File: src/rtl/mem_arb_pkg.sv
// mem_arb_pkg: state encoding and address-mux select constants shared by the memory port arbiter.
package mem_arb_pkg;
   typedef enum logic [1:0] {IDLE, IF_BUSY, LS_BUSY} state_e;
   localparam logic ADDR_SEL_IF = 1'b0;
   localparam logic ADDR_SEL_LS = 1'b1;
endpackage

File: src/rtl/mem_port_arb_n_mux2by1.sv
// n_mux2by1: N-bit two-input multiplexer, y = sel ? b : a.
module n_mux2by1 #(
   parameter int N = 1
) (
   input  logic         sel,
   input  logic [N-1:0] a,
   input  logic [N-1:0] b,
   output logic [N-1:0] y
);
   assign y = sel ? b : a;
endmodule

File: src/rtl/mem_port_arb.sv
// mem_port_arb: arbitrates fetch and load/store requests onto one single-ported memory.
// Define MEM_ARB_RR_EN for round-robin on simultaneous requests; default is fixed ls priority.
module mem_port_arb
   import mem_arb_pkg::*;
#(
   parameter int AW = 32,
   parameter int DW = 32
) (
   input  logic          clk,
   input  logic          rst,
   input  logic          if_req,
   input  logic [AW-1:0] if_addr,
   output logic          if_gnt,
   output logic          if_rvalid,
   output logic [DW-1:0] if_rdata,
   input  logic          ls_req,
   input  logic          ls_we,
   input  logic [AW-1:0] ls_addr,
   input  logic [DW-1:0] ls_wdata,
   output logic          ls_gnt,
   output logic          ls_rvalid,
   output logic [DW-1:0] ls_rdata,
   output logic          mem_en,
   output logic          mem_we,
   output logic [AW-1:0] mem_addr,
   output logic [DW-1:0] mem_wdata,
   input  logic          mem_ready,
   input  logic [DW-1:0] mem_rdata,
   output logic          addr_sel,
   output logic          stall_if
);
   state_e        state_q;
   logic [AW-1:0] if_addr_q, ls_addr_q;
   logic [DW-1:0] wdata_q, if_rdata_q, ls_rdata_q;
   logic          we_q, if_rvalid_q, ls_rvalid_q, ls_pri, idle;
   assign idle = (state_q == IDLE) & ~rst;
`ifdef MEM_ARB_RR_EN
   // last_ls_q: previous winner was load/store, so fetch wins the next tie
   logic last_ls_q, last_ls_d;
   assign ls_pri    = ~last_ls_q;
   assign last_ls_d = ls_gnt ? 1'b1 : if_gnt ? 1'b0 : last_ls_q;
   always_ff @(posedge clk) last_ls_q <= rst ? 1'b0 : last_ls_d;
`else
   assign ls_pri = 1'b1;
`endif
   assign ls_gnt    = idle & ls_req & (~if_req | ls_pri);
   assign if_gnt    = idle & if_req & ~ls_gnt;
   assign stall_if  = if_req & ~if_gnt;
   assign mem_en    = (state_q != IDLE);
   assign addr_sel  = (state_q == LS_BUSY) ? ADDR_SEL_LS : ADDR_SEL_IF;
   assign mem_we    = (state_q == LS_BUSY) & we_q;
   assign mem_wdata = wdata_q;
   assign if_rvalid = if_rvalid_q;
   assign ls_rvalid = ls_rvalid_q;
   assign if_rdata  = if_rdata_q;
   assign ls_rdata  = ls_rdata_q;
   n_mux2by1 #(.N(AW)) u_addr_mux (
      .sel(addr_sel),
      .a  (if_addr_q),
      .b  (ls_addr_q),
      .y  (mem_addr)
   );
   always_ff @(posedge clk) begin
      if (rst) begin
         state_q     <= IDLE;
         if_addr_q   <= '0;
         ls_addr_q   <= '0;
         wdata_q     <= '0;
         we_q        <= 1'b0;
         if_rvalid_q <= 1'b0;
         ls_rvalid_q <= 1'b0;
         if_rdata_q  <= '0;
         ls_rdata_q  <= '0;
      end else begin
         if_rvalid_q <= 1'b0;
         ls_rvalid_q <= 1'b0;
         case (state_q)
            IDLE:
               if (ls_gnt) begin
                  state_q   <= LS_BUSY;
                  ls_addr_q <= ls_addr;
                  we_q      <= ls_we;
                  wdata_q   <= ls_wdata;
               end else if (if_gnt) begin
                  state_q   <= IF_BUSY;
                  if_addr_q <= if_addr;
                  we_q      <= 1'b0;
               end
            IF_BUSY:
               if (mem_ready) begin
                  state_q     <= IDLE;
                  if_rvalid_q <= 1'b1;
                  if_rdata_q  <= mem_rdata;
               end
            LS_BUSY:
               if (mem_ready) begin
                  state_q     <= IDLE;
                  ls_rvalid_q <= 1'b1;
                  ls_rdata_q  <= we_q ? '0 : mem_rdata;
               end
            default: state_q <= IDLE;
         endcase
      end
   end
endmodule

File: config.mk
export PLATFORM = sky130hd
export DESIGN_NAME = mem_port_arb
export DESIGN_NICKNAME = d
export VERILOG_FILES = /design/src/rtl/mem_arb_pkg.sv /design/src/rtl/mem_port_arb_n_mux2by1.sv /design/src/rtl/mem_port_arb.sv
export SDC_FILE = /design/constraint.sdc
export NUM_CORES = 1
export LEC_CHECK = 0
export CORE_ASPECT_RATIO = 1.5
export CORE_MARGIN = 5
export CORE_UTILIZATION = 43
export DETAILED_ROUTE_END_ITERATION = 6
export PLACE_DENSITY = 0.85
export SYNTH_ARGS = -nofsm -noshare
export SYNTH_HDL_FRONTEND = slang
export SYNTH_SLANG_ARGS = --single-unit
File: constraint.sdc
create_clock -name clk -period 2.2 [get_ports clk]
set_clock_uncertainty 0.05 [all_clocks]
set_input_delay 0.44 -clock clk [delete_from_list [all_inputs] [get_ports clk]]
set_output_delay 0.44 -clock clk [all_outputs]
set_load 0.02 [all_outputs]
After elaboration in Yosys (flattened, before gate mapping)

Index checks and enable logic that the tools add are counted.

Flip-flop bits (word level): 165
Latch bits: 0
RAM bits: 0
ROM bits: 0
Input bits: 134
Output and inout port bits: 136
Word-level logic and storage cells: 46
Memories: 0

Add/subtract/negate cells: 0
Multiply operators: 0
Div/mod/pow operators: 0
Magnitude comparators: 0
Equality and inequality tests: 4
Shift-type cells: 0
Muxes and demuxes: 10
Bitwise logic cells: 11
Reduce and logical (&&, ||, !) cells: 12

Operators by type and width:

| kind                                                 | count |
|---|---|
| 2-to-1 mux 32 bit                                    | 2 |
| AND reduction 2 bit                                  | 5 |
| bitwise AND 1 bit                                    | 6 |
| 2-to-1 mux 2 bit                                     | 3 |
| OR reduction 2 bit                                   | 3 |
| NOT 1 bit                                            | 5 |
| 2-to-1 mux 1 bit                                     | 4 |
| case mux 2 bit (2 select lines)                      | 1 |
| nonzero test 2 bit                                   | 2 |
| != test 3 bit (second input constant)                | 1 |
| AND reduction 3 bit                                  | 1 |
| equality test 2 x 1 -> 1 bit (second input constant) | 1 |
| equality test 2 bit (second input constant)          | 1 |
| logical NOT 2 bit                                    | 1 |
| != test 2 x 1 -> 1 bit (second input constant)       | 1 |

Logic depth before layout (Yosys ltp)

Depth in word-level cells: 8
Gate-level depth with buffers: 8
Mapped depth without buffers: 6

Hierarchy

A second synthesis with hierarchy kept.

Cells, all modules: 696
Area total of the unflattened synthesis: 6447.4 µm²

Modules (own cells, without submodules):

| module       | times used | cells an instance | area each (µm²) | seq. area each (µm²) |
|---|---|---|---|---|
| mem_port_arb | 1          | 660               | 5903.2          | 3303.2 |
| n_mux2by1    | 1          | 36                | 544.3           | 0.0 |

Worst setup path after synthesis

OpenSTA, ideal clock, no wires.

Kind: register to output
Start point: register state_q[0]
End point: output mem_addr[0]
Data arrival time: 1539 ps
Data required time: 1710 ps
Path slack: 171 ps
Stages on the path, launching flop included: 6
Path through: dfxtp_1 inv_1 ha_1 buf_2 buf_2 mux2_2

Cells in the longest elaborated chain, start to end: 3

Ends and longest elaborated chain:

| item                   | line                         | RTL |
|---|---|---|
| from (decl)            | mem_port_arb.sv:32           | `state_e state_q;` |
| from (signal assigned) | mem_port_arb.sv:65           | `state_q <= IDLE;` |
| from (signal assigned) | mem_port_arb.sv:80           | `state_q <= LS_BUSY;` |
| from (signal assigned) | mem_port_arb.sv:85           | `state_q <= IF_BUSY;` |
| equality test 2 bit    | mem_port_arb.sv:50           | `assign addr_sel = (state_q == LS_BUSY) ? ADDR_SEL_LS : ADDR_SEL_IF;` |
| 2-to-1 mux 1 bit       | mem_port_arb.sv:50           |  |
| named net addr_sel     | mem_port_arb.sv:29           | `output logic addr_sel,` |
| 2-to-1 mux 32 bit      | mem_port_arb_n_mux2by1.sv:10 | `assign y = sel ? b : a;` |
| to (decl)              | mem_port_arb.sv:25           | `output logic [AW-1:0] mem_addr,` |

The timed path passes the listed nets, and every way through them passes these cells.

Final worst setup path

Start point: register state_q[0]
End point: output mem_addr[16]

Cells in the longest elaborated chain, start to end: 3

Ends and longest elaborated chain:

| item                | line |
|---|---|
| equality test 2 bit | mem_port_arb.sv:50 |
| 2-to-1 mux 1 bit    | mem_port_arb.sv:50 |
| 2-to-1 mux 32 bit   | mem_port_arb_n_mux2by1.sv:10 |

Every way passes these cells.

==> reports/qor.yml <==
clock_tree:
  cts.reportedPaths.clkPinSlew_ns: 0.06
  clk_path_buf_depth: 2
  clock_tree_from_tritoncts: "built"
  clkLatencyLatePin_ns: 0.41
  cts_hold_buffers: 0
  cts_root_buf: "sky130_fd_sc_hd__clkbuf_16"
  h-tree-depth: 4
  cts.sink_count: 165
  number_of_clock_buffers_inserted_by_tritoncts: 17
worst_setup_path:
  worstSetupPathDepth: 6
  critical_path.slowest_cell: "sky130_fd_sc_hd__dfxtp_2"
  worstRegToRegCells: 10
  worstSetupStartpoint: "state_q[0]"
  crit_chain: "inv_2 -> ha_4 -> buf_12 -> buf_12 -> mux2_2 -> buf_2"
  crit_path_max_fanout: 7
  cpLargestDelayFamily: "buffers and inverters"
  crit_arrival_ns: 1.74
  timing.rr.start: "state_q[0]"
  crit_path_end_kind: "output pin"
  setup.reg_to_reg.worst_slack_ns: 0.21
  worstPathRequired_ns: 1.71
  timing.critical_path.from_type: "flop"
  worst-setup-path-type: "reg2out"
  cp_common_cell: "sky130_fd_sc_hd__buf_12"
  crit_path_max_incr_delay_ns: 0.33
  path_buf_inv: 4
sta:
  finalWorstSetupSlack_ns: -0.03275
  relSlewSlack: 0.3870
  final.hold.worst_slack_ns: 0.4004
  rsz0062_at_grt: "yes"
  timing.final.max_slew_violations: 0
  worst_pin_slew_ns: 0.9195
  timing.final.crit_period_ns: 2.233
  fin_setup_tns_ns: -0.2411
  final_hold_viol_count: 0
  setup_viol: 19
  post-route-period-util: 1.015
  timing.fmax_mhz: 447.9
place:
  buffer_ports.inserted: 269
  detailedPlacementHpwl_um: 13680
  gpl.final_weighted_congestion: 0.8012
logic_synthesis:
  asyncSetResetFlopFracSynth: 0
  mappedNetlistNets: 905
  yosysMostFrequentCell: "sky130_fd_sc_hd__dfxtp_1"
  synth.avg_cell_area_sq_um: 8.537
  number_of_flops_mapped_to_enable_cells_by_yosys: 0
  yosysSeqAreaShare: 0.5038
  synth_flop_cell: "sky130_fd_sc_hd__dfxtp_1"
  synth_cell_types: 25
  synth.area.top_cells: "sky130_fd_sc_hd__dfxtp_1 (50%), sky130_fd_sc_hd__nand2_1 (9.3%), sky130_fd_sc_hd__a21oi_1 (7.5%)"
  synth_top_area_share: 0.5038
  synth_top_area_cell: "sky130_fd_sc_hd__dfxtp_1"
  synth.top_cells.by_count: "sky130_fd_sc_hd__dfxtp_1 (165), sky130_fd_sc_hd__nand2_1 (162), sky130_fd_sc_hd__a21oi_1 (98)"
  synthesis.instances: 768
  mappedNetlistArea_sq_um: 6556
  synthesis.yosys.warnings: 0
  synth.ff_latch_count: 165
pwr:
  power.density_cell_area_nw_per_um2: 740.2
  leakagePower_nw: 3.973
  peakVddDrop_uv: 434.7
hold_path:
  min_path_type: "reg2reg"
  worst_hold_path.num_cells: 2
  worst_hold_startpoint: "ls_rdata[0]"
drt:
  final_antenna_net_count: 0
  number_of_vias_after_detailed_routing: 6127
  vias_per_cell: 4.953
  drt_pass1_iterations: 4
  wl_per_cell_um: 16.28
  first_iter_violations: 315
  drt-total-wl_um: 20140
  remaining_drc_errors: 0
global_route:
  overflow_left_after_global_routing: 0
  first_global_vias: 6012
  grt_max_degree: 129
  gr-usage-all-layers: 0.2130
  antenna_found_initial: 1
  grt_first_pass_wirelength_um: 31080
die:
  initial_core_util: 0.4350
  placeable_core_area_sq_um: 15070
  std_cell_rows: 55
  die_area_sq_um: 17870
  ios: 270
  die-width_um: 110.8
  die-height_um: 161.2
outcome:
  failed_checks: "setup timing"
  status: "finished with violations"
cells_and_area:
  drive_above_1_share: 0.1331
  num-nets-final: 1161
  area_added_between_synthesis_and_finish_pct: 56.55
flow_run:
  timing.max_cap.violations: 0
[per-layer routing]
metal  share of wire  GRT usage
met1            0.38     0.2332
met2            0.52     0.3815
met3           0.059    0.05472
met4           0.041     0.1025
met5               0          0
[stage by stage]
stage	setup WS, ns	utilization	instance area, sq um	total power [W]	instances
floorplan	0.1712	-	6556	0.003948	768
CTS	-0.1441	0.6677	10060	0.007578	1235
global placement	-0.1808	0.6233	9394	0.004607	1195
detailed placement	-0.3088	0.6233	9394	0.004632	1195
finish	-0.03275	0.6810	10260	0.007598	1237
global route	-0.08298	0.6810	10260	0.007891	1237
[placed cells by master (no fill, tap or decap), drive strengths merged]
cell type      count
clkdlybuf4s50    230
dfxtp            165
nand2            162
a21oi             98
inv               76
nand3b            65
o21ai             65
buf               64
nand4b            32
mux2              32
clkbuf            19
clkinvlp           4
nor2               3
and2               3
ha                 3
clkdlybuf4s15      3
nand2b             2
clkinv             2
diode              1
nand4bb            1
nand3              1
or2b               1
a21o               1
a32oi              1
a211oi             1
bufinv             1
bufbuf             1
dlygate4sd2        1
[final cells by class]
cell class / count / area, sq um
flip-flops and latches: 165 / 3304
diodes: 1 / 2.502
clock buffers: 18 / 429.2
inverters: 69 / 264.0
multi-input cells: 471 / 2799
fillers: 1156 / 4807
clock inverters: 14 / 142.6
repair buffers: 300 / 3073
well taps: 199 / 249.0
[state kept, by name, summed over array words and instances (netlist names)]
register / count
if_addr_q: 32
if_rdata: 32
ls_addr_q: 32
ls_rdata: 32
mem_wdata: 32
state_q: 2
if_rvalid: 1
ls_rvalid: 1
we_q: 1
[cell families after synthesis]
family,Yosys count,share of synthesized area
flops,165,0.5038
fa+ha+maj,3,0.005726
compound gates,166,0.1281
buf+inv,132,0.08740
mux,32,0.05496
simple gates,270,0.2200
[power breakdown]
group	switching (W)	leakage (nW)	internal, W
clock	0.00131	0.270	0.00160
combinational	0.000684	2.36	0.000751
sequential	0.0000922	1.35	0.00317
[timing repair]
action	in CTS	in global routing
setup endpoints to repair	102	98
gates cloned	3	1
pin swaps	2	0
gates resized for setup	173	59
buffers inserted	5	0
[worst register-to-register path: cells and delay by family (launching register included)]
family                   cells  cell delay, ns
AO/OA/AOI/OAI                1            0.15
adder cells (fa/ha/maj)      1            0.17
buffers and inverters        6            1.03
flip-flops                   1            0.34
AND/OR/NAND/NOR              2            0.17
[worst paths after layout]
kind                                      to
worst min register to register   ls_rdata[0]
worst max-delay path            mem_addr[16]
worst min-delay path             ls_rdata[0]
worst max register to register  ls_rdata[10]
Power figures use the tool's default switching activity.
